### src/rtl/uart_pkg.sv
// Shared UART definitions: receive-buffer FSM states and
// constants common to the UART and its receive buffer.
package uart_pkg;

   typedef enum logic [1:0] {
      IDLE,
      CAPTURE,
      ACK
   } rx_buf_state_t;

   localparam int UART_DATA_WIDTH = 8;
   localparam int CLKS_PER_BIT    = 434;

endpackage

### src/rtl/uart_rx_buffer_if.sv
// Byte handshake between the UART receiver and the receive buffer.
// The UART drives the byte and flags; the buffer drives the acknowledge.
interface uart_rx_buffer_if
   import uart_pkg::*;
#(
   parameter int DATA_WIDTH = UART_DATA_WIDTH
);

   logic                  RxInterrupt;
   logic [DATA_WIDTH-1:0] ReceivedData;
   logic                  ParityError;
   logic                  ClearInterrupt;

   modport master (
      output RxInterrupt,
      output ReceivedData,
      output ParityError,
      input  ClearInterrupt
   );

   modport slave (
      input  RxInterrupt,
      input  ReceivedData,
      input  ParityError,
      output ClearInterrupt
   );

endinterface

### src/rtl/sync_fifo.sv
// Single-clock first-word-fall-through FIFO with registered
// occupancy and flags.
module sync_fifo
   import uart_pkg::*;
#(
   parameter int DATA_WIDTH = UART_DATA_WIDTH,
   parameter int DEPTH      = 16
) (
   input  logic                       clk,
   input  logic                       reset,
   input  logic                       push,
   input  logic [DATA_WIDTH-1:0]      pushData,
   input  logic                       pop,
   output logic [DATA_WIDTH-1:0]      popData,
   output logic                       full,
   output logic                       empty,
   output logic [$clog2(DEPTH):0]     count
);

   localparam int AW = $clog2(DEPTH);
   localparam int CW = AW + 1;
   localparam logic [CW-1:0] FULL_CNT = CW'(DEPTH);

   logic [DATA_WIDTH-1:0] mem [DEPTH];
   logic [AW-1:0]         wrPtr;
   logic [AW-1:0]         rdPtr;
   logic                  doPush;
   logic                  doPop;
   logic [CW-1:0]         countNext;

   // A push into a full FIFO is legal only when a pop frees the slot.
   assign doPop  = pop & ~empty;
   assign doPush = push & (~full | doPop);

   assign popData = mem[rdPtr];

   always_comb begin
      countNext = count;
      if (doPush && !doPop) begin
         countNext = count + 1'b1;
      end else if (doPop && !doPush) begin
         countNext = count - 1'b1;
      end
   end

   always_ff @(posedge clk) begin
      if (doPush) begin
         mem[wrPtr] <= pushData;
      end
   end

   always_ff @(posedge clk) begin
      if (reset) begin
         wrPtr <= '0;
         rdPtr <= '0;
         count <= '0;
         empty <= 1'b1;
         full  <= 1'b0;
      end else begin
         if (doPush) begin
            wrPtr <= wrPtr + 1'b1;
         end
         if (doPop) begin
            rdPtr <= rdPtr + 1'b1;
         end
         count <= countNext;
         empty <= (countNext == '0);
         full  <= (countNext == FULL_CNT);
      end
   end

endmodule

### src/rtl/uart_rx_buffer.sv
// Receive buffer behind the UART: one byte per interrupt, good bytes
// queued, parity-error and overflow bytes dropped and counted.
module uart_rx_buffer
   import uart_pkg::*;
#(
   parameter int DATA_WIDTH = UART_DATA_WIDTH,
   parameter int DEPTH      = 16,
   parameter int CNT_WIDTH  = 8
) (
   input  logic                     clk,
   input  logic                     reset,
   uart_rx_buffer_if.slave          rxIf,
   input  logic                     PopData,
   output logic [DATA_WIDTH-1:0]    FifoData,
   output logic                     FifoEmpty,
   output logic                     FifoFull,
   output logic [$clog2(DEPTH):0]   FifoCount,
   output logic [CNT_WIDTH-1:0]     ParityErrCount,
   output logic [CNT_WIDTH-1:0]     OverflowCount
);

   rx_buf_state_t         state;
   rx_buf_state_t         stateNext;
   logic [DATA_WIDTH-1:0] holdData;
   logic                  holdParity;
   logic                  push;
   logic                  parityInc;
   logic                  overflowInc;

   always_comb begin
      stateNext   = state;
      push        = 1'b0;
      parityInc   = 1'b0;
      overflowInc = 1'b0;
      unique case (state)
         IDLE: begin
            if (rxIf.RxInterrupt) begin
               stateNext = CAPTURE;
            end
         end
         CAPTURE: begin
            stateNext = ACK;
            // A pop in this cycle frees a slot, so a full FIFO still accepts.
            if (holdParity) begin
               parityInc = 1'b1;
            end else if (FifoFull && !PopData) begin
               overflowInc = 1'b1;
            end else begin
               push = 1'b1;
            end
         end
         ACK: begin
            if (!rxIf.RxInterrupt) begin
               stateNext = IDLE;
            end
         end
         default: stateNext = IDLE;
      endcase
   end

   always_ff @(posedge clk) begin
      if (reset) begin
         state               <= IDLE;
         rxIf.ClearInterrupt <= 1'b0;
         holdData            <= '0;
         holdParity          <= 1'b0;
         ParityErrCount      <= '0;
         OverflowCount       <= '0;
      end else begin
         state               <= stateNext;
         rxIf.ClearInterrupt <= (stateNext == ACK);
         if (state == IDLE && rxIf.RxInterrupt) begin
            holdData   <= rxIf.ReceivedData;
            holdParity <= rxIf.ParityError;
         end
         if (parityInc && ParityErrCount != '1) begin
            ParityErrCount <= ParityErrCount + 1'b1;
         end
         if (overflowInc && OverflowCount != '1) begin
            OverflowCount <= OverflowCount + 1'b1;
         end
      end
   end

   sync_fifo #(
      .DATA_WIDTH (DATA_WIDTH),
      .DEPTH      (DEPTH)
   ) uFifo (
      .clk      (clk),
      .reset    (reset),
      .push     (push),
      .pushData (holdData),
      .pop      (PopData),
      .popData  (FifoData),
      .full     (FifoFull),
      .empty    (FifoEmpty),
      .count    (FifoCount)
   );

endmodule

### src/flat_wrapper.sv
// flat-port wrapper written by rule: the top's interface ports become plain ports
module uart_rx_buffer_flat import uart_pkg::*;
#(
   parameter int DATA_WIDTH = UART_DATA_WIDTH,
   parameter int DEPTH      = 16,
   parameter int CNT_WIDTH  = 8
)
  (clk, reset, PopData, FifoData, FifoEmpty, FifoFull, FifoCount, ParityErrCount, OverflowCount, rxIf_RxInterrupt, rxIf_ReceivedData, rxIf_ParityError, rxIf_ClearInterrupt);
  uart_rx_buffer_if #(.DATA_WIDTH(DATA_WIDTH)) rxIf_i ();
  input  logic clk;
  input  logic reset;
  input  logic PopData;
  output logic [DATA_WIDTH-1:0] FifoData;
  output logic FifoEmpty;
  output logic FifoFull;
  output logic [$clog2(DEPTH):0] FifoCount;
  output logic [CNT_WIDTH-1:0] ParityErrCount;
  output logic [CNT_WIDTH-1:0] OverflowCount;
  input wire logic [$bits(rxIf_i.RxInterrupt)-1:0] rxIf_RxInterrupt;
  input wire logic [$bits(rxIf_i.ReceivedData)-1:0] rxIf_ReceivedData;
  input wire logic [$bits(rxIf_i.ParityError)-1:0] rxIf_ParityError;
  output wire logic [$bits(rxIf_i.ClearInterrupt)-1:0] rxIf_ClearInterrupt;
  assign rxIf_i.RxInterrupt = rxIf_RxInterrupt;
  assign rxIf_i.ReceivedData = rxIf_ReceivedData;
  assign rxIf_i.ParityError = rxIf_ParityError;
  assign rxIf_ClearInterrupt = rxIf_i.ClearInterrupt;
  uart_rx_buffer #(.DATA_WIDTH(DATA_WIDTH), .DEPTH(DEPTH), .CNT_WIDTH(CNT_WIDTH)) u_core (.clk(clk), .reset(reset), .rxIf(rxIf_i), .PopData(PopData), .FifoData(FifoData), .FifoEmpty(FifoEmpty), .FifoFull(FifoFull), .FifoCount(FifoCount), .ParityErrCount(ParityErrCount), .OverflowCount(OverflowCount));
endmodule
### config.mk
export PLATFORM = sky130hd
export DESIGN_NAME = uart_rx_buffer_flat
export DESIGN_NICKNAME = d
export VERILOG_FILES = /design/src/rtl/uart_pkg.sv /design/src/rtl/uart_rx_buffer_if.sv /design/src/rtl/sync_fifo.sv /design/src/rtl/uart_rx_buffer.sv /design/src/flat_wrapper.sv
export SDC_FILE = /design/constraint.sdc
export NUM_CORES = 1
export LEC_CHECK = 0
export ABC_AREA = 1
export CAP_MARGIN = 20
export CORE_MARGIN = 2
export CORE_UTILIZATION = 59
export DETAILED_ROUTE_END_ITERATION = 6
export PLACE_DENSITY = 0.79
export SYNTH_ARGS = -nofsm -noshare
export SYNTH_HDL_FRONTEND = slang
export SYNTH_HIERARCHICAL = 1
export SYNTH_SLANG_ARGS = --single-unit
### constraint.sdc
create_clock -name clk -period 2.1 [get_ports clk]
set_input_delay 0.315 -clock clk [delete_from_list [all_inputs] [get_ports clk]]
set_output_delay 0.315 -clock clk [all_outputs]
set_load 0.02 [all_outputs]
==> summary.txt, run 1 <==
Logic synthesis
  – Ys async rst share: 0%
  – Post-synth EDFFs: 128
  – Top FF cell, synth: edfxtp_1
  – Synth Cell Area: 7466 um^2
  – Count leader, synth: nor2_1
  – Cell variety after synth: 33
  – Synth cell count leaders: nor2_1, edfxtp_1, nand2_1
  – Number of synthesized register bits: 175
  – Compound-Gate Fraction of Synth Area: 11.46%
  – Syn. warnings: 6
  – Post-Synth Adder-Cell Area: 1.508%
  – Simple-gate share of the synthesized area: 17.92%
  – Top cell type by total area after synthesis: edfxtp_1
  – Synth top area cells: edfxtp_1, dfxtp_1, nor2_1
  – Yosys top cell area share: 51.48%
  – Largest family of logic cells by synthesized area: simple AND/OR/NAND/NOR gates
  – Syn_nets: 747
  – Seq/Total Area, Yosys: 64.09%
  – Proportion of synthesized area in mux cells: 0%
  – Gate Count Post-Synth: 725
  – Avg Cell Area, Syn: 10.30 um^2
  – XOR/XNOR Fraction of Synth Area: 0.4692%

Cells and area
  – Diode count: 0
  – Core Util, Final: 72.37%
  – Final #Nets: 823
  – Filler Cell Count: 887
  – Non-filler instance count after layout: 986
  – Multi-input logic area: 2421 um^2
  – Layout area overhead: 20.83%
  – Layout cell share with drive strength beyond 1: 17.32%
  – FF/Latch Area: 4790 um^2

STA
  – Slew Limit Headroom: 53.15%
  – Final Max Tran Viols: 0
  – Setup TNS: -580.7 ps
  – Final Hold Viols: 0
  – Fmax: 0.4395 GHz
  – # setup viols final: 7
  – Skew final: 9.653 ps
  – Worst setup slack after layout: -175.4 ps
  – Tcrit/Tclk final: 108.4%
  – RSZ-0062 raised after global routing: yes
  – Tmin final: 2275 ps
  – Slew @ Worst Pin: 701.8 ps

Routing
  – DRT Pass-1 Iters: 6
  – 1st-iter DRT viols: 514
  – Final WL: 17040 um
  – Vias: 5557
  – DRC: 0
  – Routed Antenna Nets: 0
  – Avg WL per Cell: 17.28 um
  – Via density: 5.636

GRT
  – First-pass GRT wire length: 26450 um
  – Overflow after GRT: 0
  – Number of global-route vias before repair: 5356
  – GRT Util Overall: 26.30%
  – Largest net degree at the start of global routing: 50
  – Initial antenna violation count: 0

Setup path
  – Worst EP arrival: 1960 ps
  – Kind of critical path: flop to output pin
  – FF-to-FF End: u_core/uFifo/mem[0][3]
  – Crit path launch type: flop
  – Worst R2R Setup Slack: 390 ps
  – Worst setup EP type: output pin
  – Critical Path RT: 1780 ps
  – Crit path max fanout: 7
  – Reg2reg path depth: 8
  – R2R Path Start: u_core/holdParity

Clocking
  – CTS buffer count: 17
  – CTS tree: yes
  – Sinks on Clock Net: 175
  – CTS max path bufs: 2
  – Clock-pin slew on the worst setup and hold paths: 60 ps
  – Clock root buffer: clkbuf_16
  – CTS Hold Bufs: 0
  – Clock Latency Late Sink: 430 ps
  – H-tree level count: 4

Pwr
  – Leak: 0.003257 uW
  – Power per cell area: 961.3 nW/um^2
  – VDD IR max: 0.6775 mV

Floorplan
  – Die width: 116.5 um
  – Core Rows: 41
  – Number of I/O pins: 45
  – Full die area: 13570 um^2
  – Initial Util: 59.89%
  – Core Area: 12470 um^2
  – Die Y: 116.5 um

Hold path
  – Cells on Worst Hold Path: 1
  – HP Start: u_core/uFifo/rdPtr[3]
  – Hold Path Class: flop to flop

Place
  – Inst Count DP: 947
  – Placer congestion estimate: 0.8881
  – Detailed Place HPWL: 10850 um
  – I/O Buffers: 44

Status
  – Status: complete, but fails checks
  – Failing checks: setup timing

Job
  – Max-Cap Viols: 0
-- cell type report --
type	count	area share (%)
Clock buffer	21	4.993
Clock inverter	11	1.290
Sequential cell	175	53.09
Inverter	47	2.053
Tap cell	172	2.386
Multi-Input combinational cell	474	26.84
Timing Repair Buffer	86	9.348
-- layer usage --
layer	GRT usage, %	wire length (um)	up-vias
li1	-	-	2644
met1	31.87	6806	2644
met2	46.24	8838	231
met3	5.086	983	38
met4	10.95	412	0
met5	0	0	-
-- worst max-delay path by stage --
stage,startpoint,cells after the start,endpoint
after global placement,PopData,10,u_core/uFifo/mem[1][7]
after floorplan,u_core/uFifo/full,7,u_core/uFifo/mem[7][0]
after global routing,flop,10,FifoData[5]
after CTS,flop,9,FifoData[5]
final,flop,10,FifoData[5]
after detailed placement,flop,9,FifoData[5]
-- kinds of logic after synthesis --
logic type | after synthesis
flip-flops | 175
XOR/XNOR | 4
buffers and inverters | 76
AO/OA/AOI/OAI | 150
AND/OR/NAND/NOR | 311
adder cells (fa/ha/maj) | 9
-- state kept, by name (all words and copies together) (netlist names), named ones only --
register and cells:
u_core/OverflowCount 8, u_core/ParityErrCount 8, u_core/holdData 8, u_core/holdParity 1
u_core/rxIf.ClearInterrupt 1, u_core/state 2, u_core/uFifo/count 5, u_core/uFifo/empty 1
u_core/uFifo/full 1, u_core/uFifo/mem 128, u_core/uFifo/rdPtr 4, u_core/uFifo/wrPtr 4
-- critical path: stages, from the launching register on --
cell and delay (ps):
dfxtp_4 410, inv_8 50, buf_12 130, buf_8 130, nor2_4 80, nor2_2 40, o21ai_1 100, o211ai_1 100
o211ai_1 180, nand2_1 140, buf_6 160
-- metrics by stage --
stage	total power (uW)	hold slack, ps	instance area [um^2]	worst slack (ps)
detailed placement	5532	434.6	8277	-79.10
global route	9020	476.1	9021	-211.4
finish	8672	446.9	9021	-175.4
floorplan	4980	384.1	7466	105.6
CTS	8647	446.4	8969	-117.2
global placement	5455	430.2	8277	-27.06
-- layout by cell type, fill, tap and decap left out, types with 2 or more instances in the layout --
| cell | instances |
|---|---|
| nor2_1 | 147 |
| edfxtp_1 | 128 |
| nand2_1 | 88 |
| o21ai_0 | 51 |
| dfxtp_1 | 45 |
| o21ai_1 | 43 |
| clkdlybuf4s50_1 | 36 |
| buf_4 | 36 |
| inv_1 | 34 |
| o211ai_1 | 32 |
| nand3_1 | 30 |
| clkbuf_16 | 17 |
| a21oi_1 | 17 |
| nor2_2 | 15 |
| inv_2 | 10 |
| nor2_4 | 10 |
| nand2_2 | 9 |
| ha_1 | 9 |
| buf_6 | 8 |
| clkinv_2 | 6 |
| a21oi_2 | 5 |
| nand3_2 | 4 |
| xor2_1 | 4 |
| buf_12 | 4 |
| clkinvlp_4 | 3 |
| clkbuf_1 | 3 |
| nand4_1 | 3 |
| bufinv_16 | 2 |
-- report_power, final --
group | total (uW) | leakage (uW) | internal (uW) | switching (uW)
sequential | 4000 | 0.00156 | 3830 | 165
combinational | 1640 | 0.00143 | 675 | 961
clock | 3040 | 0.000273 | 1770 | 1270
total | 8670 | 0.00326 | 6280 | 2390
-- timing repair --
item | 4_1_cts | 5_1_grt
gates resized for setup | 73 | 19
cloned | 1 | 0
endpoints found under the setup margin | 8 | 8
buffers inserted | 4 | 3
pin swaps | 14 | 15
hold endpoints to repair | 0 | 0
No activity file was read; power rests on OpenSTA's default activity.
==> inputs of run 2 (changes only) <==
--- a/config.mk
+++ b/config.mk
@@ -5,7 +5,6 @@
 export SDC_FILE = /design/constraint.sdc
 export NUM_CORES = 1
 export LEC_CHECK = 0
-export ABC_AREA = 1
 export CAP_MARGIN = 20
 export CORE_MARGIN = 2
 export CORE_UTILIZATION = 59
==> summary.txt, run 2 <==
Clocking
  – CTS tree: yes
  – Clock-pin slew on the worst setup and hold paths: 70 ps (about the same)
  – CTS max path bufs: 2 (unchanged)
  – CTS buffer count: 17 (unchanged)
  – H-tree level count: 4 (unchanged)
  – Clock Latency Late Sink: 440 ps (about the same)
  – Sinks on Clock Net: 175 (unchanged)
  – Clock root buffer: clkbuf_16

Setup path
  – Worst R2R Setup Slack: 80 ps (-310 ps)
  – Most used cell, CP: mux4_2
  – Critical Path RT: 1780 ps (about the same)
  – Crit-path leading delay family: multiplexers
  – Levels on crit path: 5 (-5)
  – Worst EP arrival: 2300 ps (+340 ps)
  – Reg2reg path depth: 6 (-2)
  – Critical path's largest stage delay: 550 ps (+140 ps)
  – R2R Path Start: u_core/state[1]
  – Worst setup EP type: output pin
  – Crit path max fanout: 4 (-3)
  – Crit path launch type: flop
  – Worst path bufs/invs: 3 (-1)
  – FF-to-FF End: u_core/uFifo/mem[7][1]
  – Crit-path cells: buf_12 > buf_4 > mux4_2 > mux4_2 > buf_6
  – Slowest stage cell, crit path: mux4_2
  – Kind of critical path: flop to output pin

Cells and area
  – Non-filler instance count after layout: 681 (-31%)
  – Max reg flops: 128 (unchanged)
  – Top reg by flops: u_core/uFifo/mem
  – Layout cell share with drive strength beyond 1: 26.97% (+9.6 points)
  – Filler Cell Count: 663 (-25%)
  – Diode count: 0 (unchanged)
  – Most common cell after layout, fill and taps aside: edfxtp_1
  – Final #Nets: 543 (-34%)
  – Most frequent cells in the layout: edfxtp_1, dfxtp_1, nor2_1
  – Layout area overhead: 26.17%

Status
  – Status: complete, but fails checks
  – Failing checks: setup timing

Logic synthesis
  – Synth cell count leaders: edfxtp_1, dfxtp_1, nor2_1
  – Synth Cell Area: 7128 um^2 (-4.5%)
  – Top FF cell, synth: edfxtp_1
  – Post-synth EDFFs: 128 (unchanged)
  – Synth top area cells: edfxtp_1, dfxtp_1, mux4_1
  – Cell variety after synth: 48 (+45%)
  – Yosys top cell area share: 53.92% (+2.4 points)
  – Gate Count Post-Synth: 424 (-42%)
  – Count leader, synth: edfxtp_1
  – Ys async rst share: 0% (unchanged)
  – Avg Cell Area, Syn: 16.81 um^2 (+63%)
  – Syn_nets: 446 (-40%)
  – Number of synthesized register bits: 175 (unchanged)
  – Seq/Total Area, Yosys: 67.12% (+3.0 points)
  – Syn. warnings: 6 (unchanged)
  – Top cell type by total area after synthesis: edfxtp_1

STA
  – Slew Limit Headroom: 58.64% (+5.5 points)
  – Tmin final: 2617 ps (+341.4 ps)
  – Slew @ Worst Pin: 619.5 ps (-82.29 ps)
  – Setup TNS: -3833 ps (-3253 ps)
  – RSZ-0062 raised after global routing: yes
  – Hold WS: 500.3 ps (+53.42 ps)
  – Worst setup slack after layout: -516.8 ps (-341.4 ps)
  – Skew final: 9.413 ps (-0.2407 ps)
  – Final Max Tran Viols: 0 (unchanged)
  – Tcrit/Tclk final: 124.6% (+16 points)
  – Fmax: 0.3821 GHz (-13%)
  – Final Hold Viols: 0 (unchanged)
  – # setup viols final: 8 (+1)

GRT
  – Overflow after GRT: 0 (unchanged)
  – Number of global-route vias before repair: 4281 (-20%)
  – GRT Util Overall: 25.62% (-0.68 points)
  – Initial antenna violation count: 0 (unchanged)
  – First-pass GRT wire length: 24070 um (-9.0%)
  – Largest net degree at the start of global routing: 33 (-34%)

Hold path
  – Hold EP: u_core/uFifo/rdPtr[1]
  – Cells on Worst Hold Path: 2 (+1)
  – HP Start: u_core/uFifo/rdPtr[1]
  – Hold Path Class: flop to flop

Pwr
  – Power per cell area: 956.0 nW/um^2 (-0.55%)
  – VDD IR max: 0.5776 mV (-15%)
  – Leak: 0.003120 uW (-4.2%)

Place
  – I/O Buffers: 44 (unchanged)
  – Detailed Place HPWL: 9055 um (-17%)
  – Inst Count DP: 644 (-32%)
  – Placer congestion estimate: 0.8957 (+0.86%)

Floorplan
  – Full die area: 12980 um^2 (-4.4%)
  – Number of I/O pins: 45 (unchanged)
  – Core Rows: 40 (-2.4%)
  – Initial Util: 59.84% (about the same)
  – Core Area: 11910 um^2 (-4.4%)
  – Die width: 113.9 um (-2.2%)
  – Die Y: 113.9 um (-2.2%)

Routing
  – Vias: 4200 (-24%)
  – Routed Antenna Nets: 0 (unchanged)
  – Final WL: 15560 um (-8.7%)
  – DRT Pass-1 Iters: 5 (-1)
  – Via density: 6.167 (+9.4%)
  – 1st-iter DRT viols: 410 (-20%)
  – Avg WL per Cell: 22.84 um (+32%)
  – DRC: 0 (unchanged)

Job
  – Max-Cap Viols: 0 (unchanged)
==> run 2: cell types whose count changed in the layout (fill, tap and decap cells not counted), moves of 12 or more <==
| cell | delta |
|---|---|
| nor2_2 | -14 |
| nand3_1 | -25 |
| o21ai_1 | -43 |
| mux2i_1 | +12 |
| mux4_2 | +35 |
| buf_12 | +18 |
| nor2_1 | -107 |
| inv_1 | -29 |
| nand2_1 | -78 |
| o21ai_0 | -49 |
| o211ai_1 | -30 |
==> run 2: cell families after synthesis <==
family	share of synthesized area, %
adders and majority gates	1.580
buffers and inverters	1.896
xor gates and xnor gates	1.720
and+or+nand+nor	9.391
muxes	15.75
AOI/OAI and AO/OA	2.545
DFF	67.12
==> run 2: worst register-to-register path, cell delays in order (launching register included) <==
cell,delay (ps)
dfxtp_2,320
or3b_4,410
nor2_4,160
a21boi_4,230
nand2_1,180
nor3b_4,260
buf_12,170
==> run 2: how the worst max path moves through the flow <==
stage / from / endpoint / slack [ps]
2_1_floorplan: u_core/state[0] / u_core/uFifo/mem[7][0] / 50
3_3_place_gp: flop / FifoData[2] / -370
3_5_place_dp: flop / FifoData[7] / -430
4_1_cts: flop / FifoData[2] / -520
5_1_grt: flop / FifoData[2] / -540
6_report: flop / FifoData[7] / -520
==> run 2: cell type report <==
type / instances / area, um^2 / share of cell area (%)
Clock inverter: 12 / 111.4 / 1.238
Clock buffer: 20 / 479.2 / 5.328
Tap cell: 147 / 183.9 / 2.045
Multi-Input combinational cell: 226 / 2231 / 24.81
Inverter: 5 / 18.77 / 0.2087
Timing Repair Buffer: 96 / 1180 / 13.12
Sequential cell: 175 / 4790 / 53.26
==> run 2: per-stage QoR <==
step | total power [uW] | utilization [%] | area [um^2] | setup WS [ps]
floorplan | 4798 | - | 7169 | 46.49
global placement | 5184 | 69.46 | 8274 | -373.7
detailed placement | 5231 | 69.46 | 8274 | -426.3
CTS | 8531 | 75.18 | 8955 | -518.2
global route | 8872 | 75.50 | 8994 | -542.1
finish | 8598 | 75.50 | 8994 | -516.8
==> run 2: report_power, final <==
group / internal (uW) / total [uW] / switching, uW
clock: 1710 / 3120 / 1410
combinational: 872 / 1540 / 670
sequential: 3810 / 3940 / 130
total: 6390 / 8600 / 2210
==> run 2: what timing repair did <==
item                       in CTS  in global routing
setup buffers                   2                  0
pin swaps                       0                  6
gates cloned                    3                  0
gates resized for setup        68                 16
hold buffers                    0                  0
setup endpoints to repair       8                 10
==> run 2: layer usage <==
layer | global-route usage [%] | part of all wire, %
met2 | 43.75 | 53
met5 | 0 | 0
met3 | 6.376 | 6.5
met1 | 32.67 | 39
met4 | 8.049 | 1.8
==> inputs of run 3 (changes only) <==
--- a/config.mk
+++ b/config.mk
@@ -8,6 +8,7 @@
 export CAP_MARGIN = 20
 export CORE_MARGIN = 2
 export CORE_UTILIZATION = 59
+export CTS_CLUSTER_DIAMETER = 200
 export DETAILED_ROUTE_END_ITERATION = 6
 export PLACE_DENSITY = 0.79
 export SYNTH_ARGS = -nofsm -noshare
==> constraint.sdc (replaced) <==
create_clock -name clk -period 2.8 [get_ports clk]
set_input_delay 0.42 -clock clk [delete_from_list [all_inputs] [get_ports clk]]
set_output_delay 0.42 -clock clk [all_outputs]
set_load 0.02 [all_outputs]
==> summary.txt, run 3 (same netlist as run 2, synthesis figures left out) <==
Clocking
  – CTS buffer count: 17 (unchanged)
  – Clock Latency Late Sink: 430 ps (about the same)
  – Clock root buffer: clkbuf_16
  – CTS Hold Bufs: 0 (unchanged)
  – CTS max path bufs: 2 (unchanged)
  – H-tree level count: 4 (unchanged)
  – Clock-pin slew on the worst setup and hold paths: 60 ps (about the same)
  – CTS tree: yes
  – Sinks on Clock Net: 175 (unchanged)

Setup path
  – Crit path launch type: flop
  – Kind of critical path: flop to output pin
  – FF-to-FF End: u_core/uFifo/full
  – Worst EP arrival: 2330 ps (+30 ps)
  – Critical Path RT: 2380 ps (+600 ps)
  – R2R Path Start: u_core/state[0]
  – Worst R2R Setup Slack: 390 ps (+310 ps)
  – Reg2reg path depth: 8 (+2)
  – Worst setup EP type: output pin
  – Crit path max fanout: 16 (+12)

Hold path
  – Hold EP: u_core/ParityErrCount[6]
  – HP Start: u_core/ParityErrCount[6]
  – Hold Path Class: flop to flop
  – Cells on Worst Hold Path: 1 (-1)

STA
  – Tcrit/Tclk final: 98.35%
  – # setup viols final: 0 (-8)
  – Worst setup slack after layout: 46.23 ps (+563.0 ps)
  – RSZ-0062 raised after global routing: no
  – Tmin final: 2754 ps
  – Final Max Tran Viols: 0 (unchanged)
  – Final Hold Viols: 0 (unchanged)
  – Setup TNS: 0 ps (+3833 ps)
  – Fmax: 0.3631 GHz
  – Slew @ Worst Pin: 683.4 ps (+63.90 ps)
  – Slew Limit Headroom: 54.30% (-4.3 points)
  – Skew final: 5.833 ps (-3.579 ps)

Cells and area
  – Layout cell share with drive strength beyond 1: 16.73% (-10 points)
  – Most frequent cells in the layout: edfxtp_1, dfxtp_1, nor2_1
  – Final #Nets: 517 (-4.8%)
  – Most common cell after layout, fill and taps aside: edfxtp_1
  – Layout area overhead: 19.38%
  – Top reg by flops: u_core/uFifo/mem
  – Diode count: 0 (unchanged)
  – Max reg flops: 128 (unchanged)
  – Filler Cell Count: 742 (+12%)

Routing
  – DRC: 0 (unchanged)
  – Avg WL per Cell: 21.47 um (-6.0%)
  – Routed Antenna Nets: 0 (unchanged)
  – Vias: 4006 (-4.6%)
  – 1st-iter DRT viols: 329 (-20%)
  – DRT Pass-1 Iters: 4 (-1)
  – Via density: 6.116 (-0.83%)
  – Final WL: 14060 um (-9.6%)

Place
  – Setup slack at placement: 105.8 ps (+532.2 ps)
  – I/O Buffers: 44 (unchanged)
  – Detailed Place HPWL: 8822 um (-2.6%)
  – Placer congestion estimate: 0.8652 (-3.4%)

Floorplan
  – Full die area: 12980 um^2 (unchanged)
  – Core Rows: 40 (unchanged)
  – Die Y: 113.9 um (unchanged)
  – Core Area: 11910 um^2 (unchanged)
  – Initial Util: 59.84% (unchanged)
  – Die width: 113.9 um (unchanged)
  – Number of I/O pins: 45 (unchanged)

GRT
  – Initial antenna violation count: 0 (unchanged)
  – First-pass GRT wire length: 22000 um (-8.6%)
  – Number of global-route vias before repair: 4027 (-5.9%)
  – Overflow after GRT: 0 (unchanged)
  – GRT Util Overall: 23.54% (-2.1 points)
  – Largest net degree at the start of global routing: 33 (unchanged)

Status
  – Status: completed

Pwr
  – Power per cell area: 738.8 nW/um^2 (-23%)
  – Leak: 0.002980 uW (-4.5%)
  – VDD IR max: 0.4633 mV (-20%)

Job
  – Max-Cap Viols: 0 (unchanged)
==> run 3: cell type report <==
class,instances,area (um^2),share of cell area (%)
flip-flops and latches,175,4788,56.27
inverters,5,18.77,0.2206
well taps,147,183.9,2.161
clock buffers,25,549.3,6.455
clock inverters,7,92.59,1.088
multi-input cells,226,2210,25.97
repair buffers,70,666.9,7.837
==> run 3: critical path, stage by stage (launching register included) <==
cell and delay (ps):
dfxtp_4 390, buf_12 180, mux4_1 580, mux4_2 480, clkdlybuf4s15_2 270
==> run 3: stage by stage <==
step / util (%) / hold WS [ps] / cells / area, um^2 / power [uW]
3_3_place_gp: 66.22 / 489.1 / 623 / 7888 / 3847
2_1_floorplan: - / 460.3 / 424 / 7128 / 3592
6_report: 71.44 / 518.7 / 655 / 8509 / 6287
5_1_grt: 71.44 / 534.5 / 655 / 8509 / 6485
4_1_cts: 71.53 / 519.3 / 655 / 8521 / 6327
3_5_place_dp: 66.22 / 494.0 / 623 / 7888 / 3877
==> run 3: metal layers <==
layer,part of all wire (%),vias up,global-route usage [%]
met2,50,160,38.40
met4,2.4,0,10.08
li1,-,1834,-
met1,41,1982,30.44
met3,6.6,30,5.898
met5,0,-,0
==> run 3: what timing repair did <==
item / in CTS / in global routing
endpoints found under the setup margin: 8 / 6
buffers inserted: 0 / 0
resized for setup: 18 / 7
==> run 3: worst max-delay path by stage <==
| stage | startpoint | endpoint | slack [ps] | cells after the start |
|---|---|---|---|---|
| 3_5_place_dp | flop | FifoData[0] | 110 | 4 |
| 6_report | flop | FifoData[0] | 50 | 4 |
| 4_1_cts | flop | FifoData[7] | 2 | 4 |
| 2_1_floorplan | u_core/state[0] | u_core/uFifo/mem[7][0] | 160 | 5 |
| 5_1_grt | flop | FifoData[0] | 6 | 4 |
| 3_3_place_gp | flop | FifoData[0] | 190 | 4 |
==> run 3: where the power goes <==
group / internal (uW) / leakage, uW / switching (uW) / total, uW
registers: 2860 / 0.00156 / 104 / 2960
logic: 459 / 0.00110 / 393 / 853
clock network: 1540 / 0.000315 / 929 / 2470
total: 4860 / 0.00298 / 1430 / 6290
==> RTL edit, RTL diff (config.mk and constraints of run 2) <==
Reset style: asynchronous (`reset`), changed in 2 clocked blocks.
--- a/src/rtl/sync_fifo.sv
+++ b/src/rtl/sync_fifo.sv
@@ -51,3 +51,3 @@
 
-   always_ff @(posedge clk) begin
+   always_ff @(posedge clk or posedge reset) begin
       if (reset) begin
--- a/src/rtl/uart_rx_buffer.sv
+++ b/src/rtl/uart_rx_buffer.sv
@@ -60,3 +60,3 @@
 
-   always_ff @(posedge clk) begin
+   always_ff @(posedge clk or posedge reset) begin
       if (reset) begin
Function: differs if reset is asserted again (counterexample within 4 cycles, from zero or initial values and one cycle with reset high); with reset held inactive, the same outputs for 10 cycles.
==> RTL edit against run 2 <==
The flow still finishes with violations (setup timing). Cell count fell by 2.3%. Routed wire length fell by 7.3%. Setup slack improved by 120 ps. Area after synthesis fell by 0.33%. Worst hold slack got worse by 220 ps. Sequential cell count fell by 4. Design area rose by 0.95%. Critical path depth rose by 1.
Power is not compared: it rests on default switching activity, and its combinational part moved more than twofold at a synthesized area within 25%.
==> RTL edit: results (changes against run 2) <==
metric;value;unit;change
grt_max_degree;29;;was 33
max_stage_delay;510;ps;was 550 ps
ys_top_cells_by_count;edfxtp_1 (128), dfrtp_1 (42), mux4_2 (32);;was edfxtp_1 (128), dfxtp_1 (47), nor2_1 (42)
tns;-2840;ps;was -3833 ps
seq_area_frac_synth;0.6927;;was 0.6712
dp_slack;-438.7;ps;was -426.3 ps
fin_ws;-399.0;ps;was -516.8 ps
violations;setup timing;;unchanged
post_dp_cell_area;0.008265;mm2;was 0.008274 mm2
setup_viol;8;;unchanged
hp-class;in -> async;;was reg -> reg
synth_area_leaders;edfxtp_1 (54%), dfrtp_1 (15%), mux4_2 (10%);;was edfxtp_1 (54%), dfxtp_1 (13%), mux4_1 (8.8%)
synth_cell_types;51;;was 48
post-dp-hpwl;8933;um;was 9055 um
grt_pass1_wl;22670;um;was 24070 um
outcome;complete, but fails checks;;unchanged
nets;527;;was 543
grt.total_usage;0.2445;;was 0.2562
gp_congestion;0.7835;;was 0.8957
drive_gt1_frac;0.3610;;was 0.2697
via_per_inst;5.889;;was 6.167
worstReg2RegStart;u_core/state[1];;unchanged
h-tree-depth;4;;unchanged
clock_skew;8.634;ps;was 9.413 ps
antennaDiodeCount;0;;unchanged
cp.arrival;2180;ps;was 2300 ps
synth_nets;424;;was 446
wl_per_cell;21.69;um;was 22.84 um
drt_iter0_drc;263;;was 410
cp_max_fo;7;;was 4
worst_pin_slew;744.3;ps;was 619.5 ps
first_global_vias;4142;;was 4281
## RTL edit: cell count changes after synthesis, moves of 6 or more
cell,run 2,this run
mux2_2,1,10
o21ai_1,0,6
mux4_1,24,0
nor2b_1,6,12
dfxtp_1,47,0
xor2_1,8,2
mux4_2,16,32
dfrtp_1,0,42
xnor2_1,6,14
nor2_1,42,5
## RTL edit: what timing repair did
action | in CTS | in global routing
cloned | 1 | 0
endpoints found under the setup margin | 10 | 39
buffers inserted | 2 | 8
pin swaps | 7 | 11
endpoints found under the hold margin | 0 | 0
gates resized for setup | 49 | 26
## RTL edit: stage by stage
| stage | instances | hold slack, ps |
|---|---|---|
| after global routing | 665 | 319.7 |
| after floorplan | 402 | 215.8 |
| after CTS | 658 | 277.4 |
| after global placement | 623 | 478.6 |
| final | 665 | 276.6 |
| after detailed placement | 623 | 488.7 |
## RTL edit: cells by family (layout without fill, tap and decap cells)
group / Yosys count / after routing / synth area share
simple gates: 89 / 89 / 0.07926
mux: 55 / 55 / 0.1363
fa+ha+maj: 9 / 9 / 0.01585
compound gates: 36 / 36 / 0.03470
xor+xnor: 17 / 17 / 0.02202
buf+inv: 25 / 141 / 0.01920
flops: 171 / 171 / 0.6927
## RTL edit: final cells by class
| cell class | count | area, um2 |
|---|---|---|
| inverters | 8 | 30.03 |
| flip-flops and latches | 171 | 4922 |
| clock inverters | 14 | 168.9 |
| fillers | 639 | 2783 |
| multi-input cells | 206 | 2233 |
| clock buffers | 18 | 429.2 |
| well taps | 147 | 183.9 |
| repair buffers | 101 | 1111 |
## RTL edit: path summary, 6_finish.rpt
| kind | to | slack [ps] | cells after the start |
|---|---|---|---|
| worst max-delay path | FifoData[5] | -400 | 6 |
| worst min-delay path | u_core/OverflowCount[0] | 280 | 3 |
| worst max register to register | u_core/uFifo/full | 40 | 8 |
| worst min register to register | u_core/ParityErrCount[5] | 500 | 1 |
| max in group asynchronous | u_core/uFifo/rdPtr[0] | 1350 | 2 |
| min in group clk | u_core/holdData[6] | 500 | 2 |
## RTL edit: routing by layer
layer / routed length [um] / GRT usage / vias up
met2: 7647 / 0.4156 / 115
met3: 743 / 0.06801 / 31
met4: 324 / 0.1081 / 0
met5: 0 / 0 / -
li1: - / - / 1784
met1: 5712 / 0.2958 / 1986
## RTL edit: power by group through the flow
stage | clock, W | combinational, W | sequential, W
finish | 0.00317 | 0.00443 | 0.00517
global route | 0.00335 | 0.00474 | 0.00528
CTS | 0.00321 | 0.00414 | 0.00516
detailed placement | 0 | 0.00396 | 0.00520
global placement | 0 | 0.00388 | 0.00515
floorplan | 0 | 0.00238 | 0.00505
## RTL edit: tightest hold or removal path: stages
cell and delay [ps]:
clkdlybuf4s50_1 410, inv_1 60, buf_4 340
